**config.mk**
```make
export PLATFORM = sky130hd
export DESIGN_NAME = uart_rx_core
export DESIGN_NICKNAME = d
export VERILOG_FILES = /design/src/rtl/tb_uart_pkg.sv /design/src/rtl/uart_rx_core.sv
export SDC_FILE = /design/constraint.sdc
export NUM_CORES = 1
export LEC_CHECK = 0
export BUFFER_PORTS_ARGS = -buffer_cell sky130_fd_sc_hd__buf_2
export CORE_MARGIN = 3
export CORE_UTILIZATION = 50
export CTS_BUF_LIST = sky130_fd_sc_hd__clkbuf_8
export DETAILED_ROUTE_END_ITERATION = 7
export GPL_TIMING_DRIVEN = 0
export PLACE_DENSITY_LB_ADDON = 0.3
export SYNTH_ARGS = -nofsm -noshare
export SYNTH_HDL_FRONTEND = slang
export SYNTH_SLANG_ARGS = --single-unit
```
**constraint.sdc**
```tcl
create_clock -name i_clk -period 3.24 [get_ports i_clk]
set_clock_uncertainty 0.2 [all_clocks]
set_input_delay 0.162 -clock i_clk [delete_from_list [all_inputs] [get_ports i_clk]]
set_output_delay 0.162 -clock i_clk [all_outputs]
set_load 0.1 [all_outputs]
```
**src/rtl/tb_uart_pkg.sv**
```systemverilog
// Shared types and helpers for the self-checking UART receiver.
package tb_uart_pkg;

    typedef enum logic [2:0] {
        IDLE,
        START,
        DATA,
        STOP,
        BREAK
    } rx_state_t;

    localparam int unsigned UART_CLKS_PER_BIT_25M = 217;
    localparam int unsigned MAX_EXPECTED_LEN      = 64;

    // Byte idx of a packed string; idx 0 is the most-significant byte.
    function automatic logic [7:0] exp_byte(input logic [8*MAX_EXPECTED_LEN-1:0] str,
                                            input int unsigned len,
                                            input int unsigned idx);
        logic [8:0] w_lsb;
        w_lsb = 9'(8 * (len - 1 - idx));
        return str[w_lsb +: 8];
    endfunction

endpackage

```
**src/rtl/uart_rx_core.sv**
```systemverilog
// 8N1 deserialiser: two-flop synchroniser, start-edge detect, mid-bit sampling FSM.
module uart_rx_core
    import tb_uart_pkg::*;
#(
    parameter int unsigned CLKS_PER_BIT = UART_CLKS_PER_BIT_25M
) (
    input  logic       i_clk,
    input  logic       i_rst,
    input  logic       i_rxd,
    output logic       o_byte_valid,
    output logic [7:0] o_byte_data,
    output logic       o_frame_err
);

    localparam logic [15:0] HalfLoad = 16'(CLKS_PER_BIT / 2 - 1);
    localparam logic [15:0] FullLoad = 16'(CLKS_PER_BIT - 1);

    logic [1:0]  r_sync;
    logic        r_rxd_d;
    rx_state_t   r_state;
    logic [15:0] r_cnt;
    logic [2:0]  r_bit_idx;
    logic [7:0]  r_shift;
    logic        r_byte_valid;
    logic [7:0]  r_byte_data;
    logic        r_frame_err;

    logic w_rxd_s;
    logic w_fall;
    logic w_expire;

    assign w_rxd_s  = r_sync[1];
    assign w_fall   = r_rxd_d & ~w_rxd_s;
    assign w_expire = (r_cnt == 16'd0);

    always_ff @(posedge i_clk) begin
        if (i_rst) begin
            r_sync       <= 2'b11;
            r_rxd_d      <= 1'b1;
            r_state      <= IDLE;
            r_cnt        <= 16'd0;
            r_bit_idx    <= 3'd0;
            r_shift      <= 8'h00;
            r_byte_valid <= 1'b0;
            r_byte_data  <= 8'h00;
            r_frame_err  <= 1'b0;
        end else begin
            r_sync       <= {r_sync[0], i_rxd};
            r_rxd_d      <= w_rxd_s;
            r_byte_valid <= 1'b0;
            r_frame_err  <= 1'b0;
            case (r_state)
                IDLE: begin
                    if (w_fall) begin
                        r_state <= START;
                        r_cnt   <= HalfLoad;
                    end
                end
                START: begin
                    if (w_expire) begin
                        // A high line at mid-start-bit means the edge was a glitch.
                        if (w_rxd_s) begin
                            r_state <= IDLE;
                        end else begin
                            r_state   <= DATA;
                            r_bit_idx <= 3'd0;
                            r_cnt     <= FullLoad;
                        end
                    end else begin
                        r_cnt <= r_cnt - 16'd1;
                    end
                end
                DATA: begin
                    if (w_expire) begin
                        r_shift <= {w_rxd_s, r_shift[7:1]};
                        r_cnt   <= FullLoad;
                        if (r_bit_idx == 3'd7) begin
                            r_state <= STOP;
                        end else begin
                            r_bit_idx <= r_bit_idx + 3'd1;
                        end
                    end else begin
                        r_cnt <= r_cnt - 16'd1;
                    end
                end
                STOP: begin
                    if (w_expire) begin
                        if (w_rxd_s) begin
                            r_byte_valid <= 1'b1;
                            r_byte_data  <= r_shift;
                            r_state      <= IDLE;
                        end else begin
                            r_frame_err <= 1'b1;
                            r_state     <= BREAK;
                        end
                    end else begin
                        r_cnt <= r_cnt - 16'd1;
                    end
                end
                BREAK: begin
                    if (w_rxd_s) begin
                        r_state <= IDLE;
                    end
                end
                default: r_state <= IDLE;
            endcase
        end
    end

    assign o_byte_valid = r_byte_valid;
    assign o_byte_data  = r_byte_data;
    assign o_frame_err  = r_frame_err;

endmodule

```
==> qor.txt <==
Min-Delay Path Class - in2reg
Req. time, crit path - 3.26 ns
Post-synth EDFFs - 0
Post-Syn Area per Cell - 8.93 um^2
total die area - 5090 um^2
Final min period - 2.55 ns
RSZ-0062 raised after global routing - no
compound-cell area share of the yosys netlist - 20.5%
clk buf depth - 2
Synth async-reset ratio - 0%
cell area after synthesis - 2130 um^2
Clock Pin Slew Worst Setup and Hold Paths - 0.08 ns
CTS Sinks - 43
First-pass DRT Iterations - 5
TritonCTS clock tree - done
adder-cell share of the synthesized area - 2.81%
clock root buffer master - clkbuf_8
Slew @ Worst Pin - 0.562 ns
synth top area cells - dfxtp_1 40%, a21oi_1 5.6%, nand2_1 4.4%, mux2i_1 4.2%, nor2_1 3.9%
DRT iter0 DRCs - 182
DP HPWL - 3.16 mm
Num CTS Buffers - 5
simple-gate portion of the synthesized area - 26.6%
number of global-route vias before repair - 1569
most frequent cells in the layout - 43 x dfxtp_1, 25 x nand2_1, 24 x a21oi_1
Fmax - 393 MHz
I/O Pins - 13
Power per Cell Area - 537 nW/um^2
Finish-stage setup viols - 0
Site Rows - 23
Yosys top cell by area - dfxtp_1
H-Tree Depth - 2
Avg WL per Cell - 14.2 um
core footprint - 4060 um^2
I/O Buffers - 11
largest net degree at the start of global routing - 16
Area Growth Syn to Fin - 10.3%
synthesis-stage register bit count - 43
final setup TNS - 0 ns
residual overflow from global routing - 0
Final ANT Viol Nets - 0
GRT Resource Usage Total - 18.4%
vias per cell - 5.84
Initial Util - 52.6%
Worst IR Drop VDD - 0.276 mV
post-synthesis net count - 246
routability cong. - 0.947
Nets - 265
total wire length - 4.40 mm
largest family of logic cells by synthesized area - simple AND/OR/NAND/NOR gates
post-synthesis xor/xnor area fraction - 0.821%
Seq. cell area - 861 um^2
area share of the largest cell type after synthesis - 40.3%
Setup Buffers After CTS - 0
maximum capacitance violations - 0
share of layout cells above drive strength 1 - 18.5%
hold_ws - 0.0370 ns
Post-Syn Instances - 239
status - finished clean
Die Span X - 71.3 um
commonest non-fill, non-tap cell in the layout - dfxtp_1
CP endpoint kind - register
die height - 71.3 um
area of the multi-input gates - 1180 um^2
crit-path max FO - 10
Yosys warning count - 0
startpoint types - register
fillers - 365
DRC violations left - 0
Distinct cells, synth - 56
slew margin rel. - 62.4%
final slew viol count - 0
post-synthesis mux area share - 4.75%
Setup WS pre-CTS - 0.717 ns
first-pass GRT wire length - 7.42 mm
Pleak - 0.818 nW
worst setup path class - reg2reg
worst skew pair latency - 0.30 ns
Tcrit/Tclk final - 78.6%
cts repair resizes - 0
ys flop type - dfxtp_1
final worst slack - 0.694 ns
initial antenna violation count - 0
final hold viol count - 0
vias post-DR - 1804
Seq/Total Area, Yosys - 40.3%
Ant. Diodes - 0
Worst EP arrival - 2.57 ns
[worst paths after layout]
kind	slack (ns)	to	start	cells after the start
hold / removal	0.04	r_sync[1]	i_rst	2
hold reg to reg	0.22	r_sync[1]	r_sync[0]	1
setup reg to reg	0.69	r_cnt[5]	r_cnt[0]	8
setup / recovery	0.69	r_cnt[5]	r_cnt[0]	8
[registers in the layout, indices dropped and copies added (netlist names)]
signal / flops
r_cnt: 16
o_byte_data: 8
r_shift: 8
r_bit_idx: 3
r_state: 3
r_sync: 2
o_byte_valid: 1
o_frame_err: 1
r_rxd_d: 1
[kinds of logic (layout without fill, tap and decap cells)]
logic type / Yosys count / count (layout)
flip-flops: 43 / 43
XOR/XNOR: 2 / 2
adder cells (fa/ha/maj): 5 / 5
AO/OA/AOI/OAI: 62 / 62
multiplexers: 10 / 10
AND/OR/NAND/NOR: 98 / 98
buffers and inverters: 19 / 39
[critical path: stages (launching register included)]
cell,delay (ns)
dfxtp_1,0.33
inv_1,0.12
ha_1,0.17
nor4b_2,0.35
nand4_1,0.38
a21oi_2,0.38
buf_4,0.23
a211oi_1,0.08
o31ai_2,0.24
[repair_timing]
item	in CTS	in global routing
setup endpoints to repair	0	0
hold endpoints to repair	1	0
hold buffers	1	0
[power by group]
part           switching, mW  internal (mW)  total, mW  leakage (nW)
Combinational          0.198          0.127      0.326         0.428
Clock                  0.197          0.154      0.351        0.0408
Sequential            0.0331          0.555      0.588         0.349
Total                  0.428          0.836       1.26         0.818
[per-layer routing]
layer  GRT usage [%]  vias up  wire (um)
met5               0        -          0
met1            26.2      855       2210
met3            5.05        7        242
li1                -      909          -
met2            25.9       33       1860
met4            8.35        0         90
[layout make-up]
cell class	instances	share of cell area [%]
Buffer	12	2.71
Sequential cell	43	36.6
Tap cell	50	2.66
Clock buffer	5	2.92
Timing Repair Buffer	12	2.76
Multi-Input combinational cell	177	50.3
Inverter	7	1.12
Clock inverter	3	1.01
[cells in the mapped netlist, types with 4 or more instances]
master    count
a211oi_1      5
a21oi_1      24
clkbuf_1      8
dfxtp_1      43
ha_1          4
inv_1         7
mux2i_1       9
nand2_1      25
nand2b_1      4
nand3_1       7
nor2_1       22
nor3_1        5
o21ai_0       6
o31ai_1       5
or2_2         5
or3_1         4
or4_1         6
[per-stage QoR]
stage | total power, mW | instance area [um^2] | std cells | utilization, %
after floorplan | 0.853 | 2130 | 239 | -
after global placement | 0.916 | 2250 | 300 | 55.5
after detailed placement | 0.921 | 2250 | 300 | 55.5
after CTS | 1.28 | 2350 | 309 | 58.0
after global routing | 1.34 | 2350 | 309 | 58.0
final | 1.26 | 2350 | 309 | 58.0
Note: power is estimated with default switching activity, not from simulation.
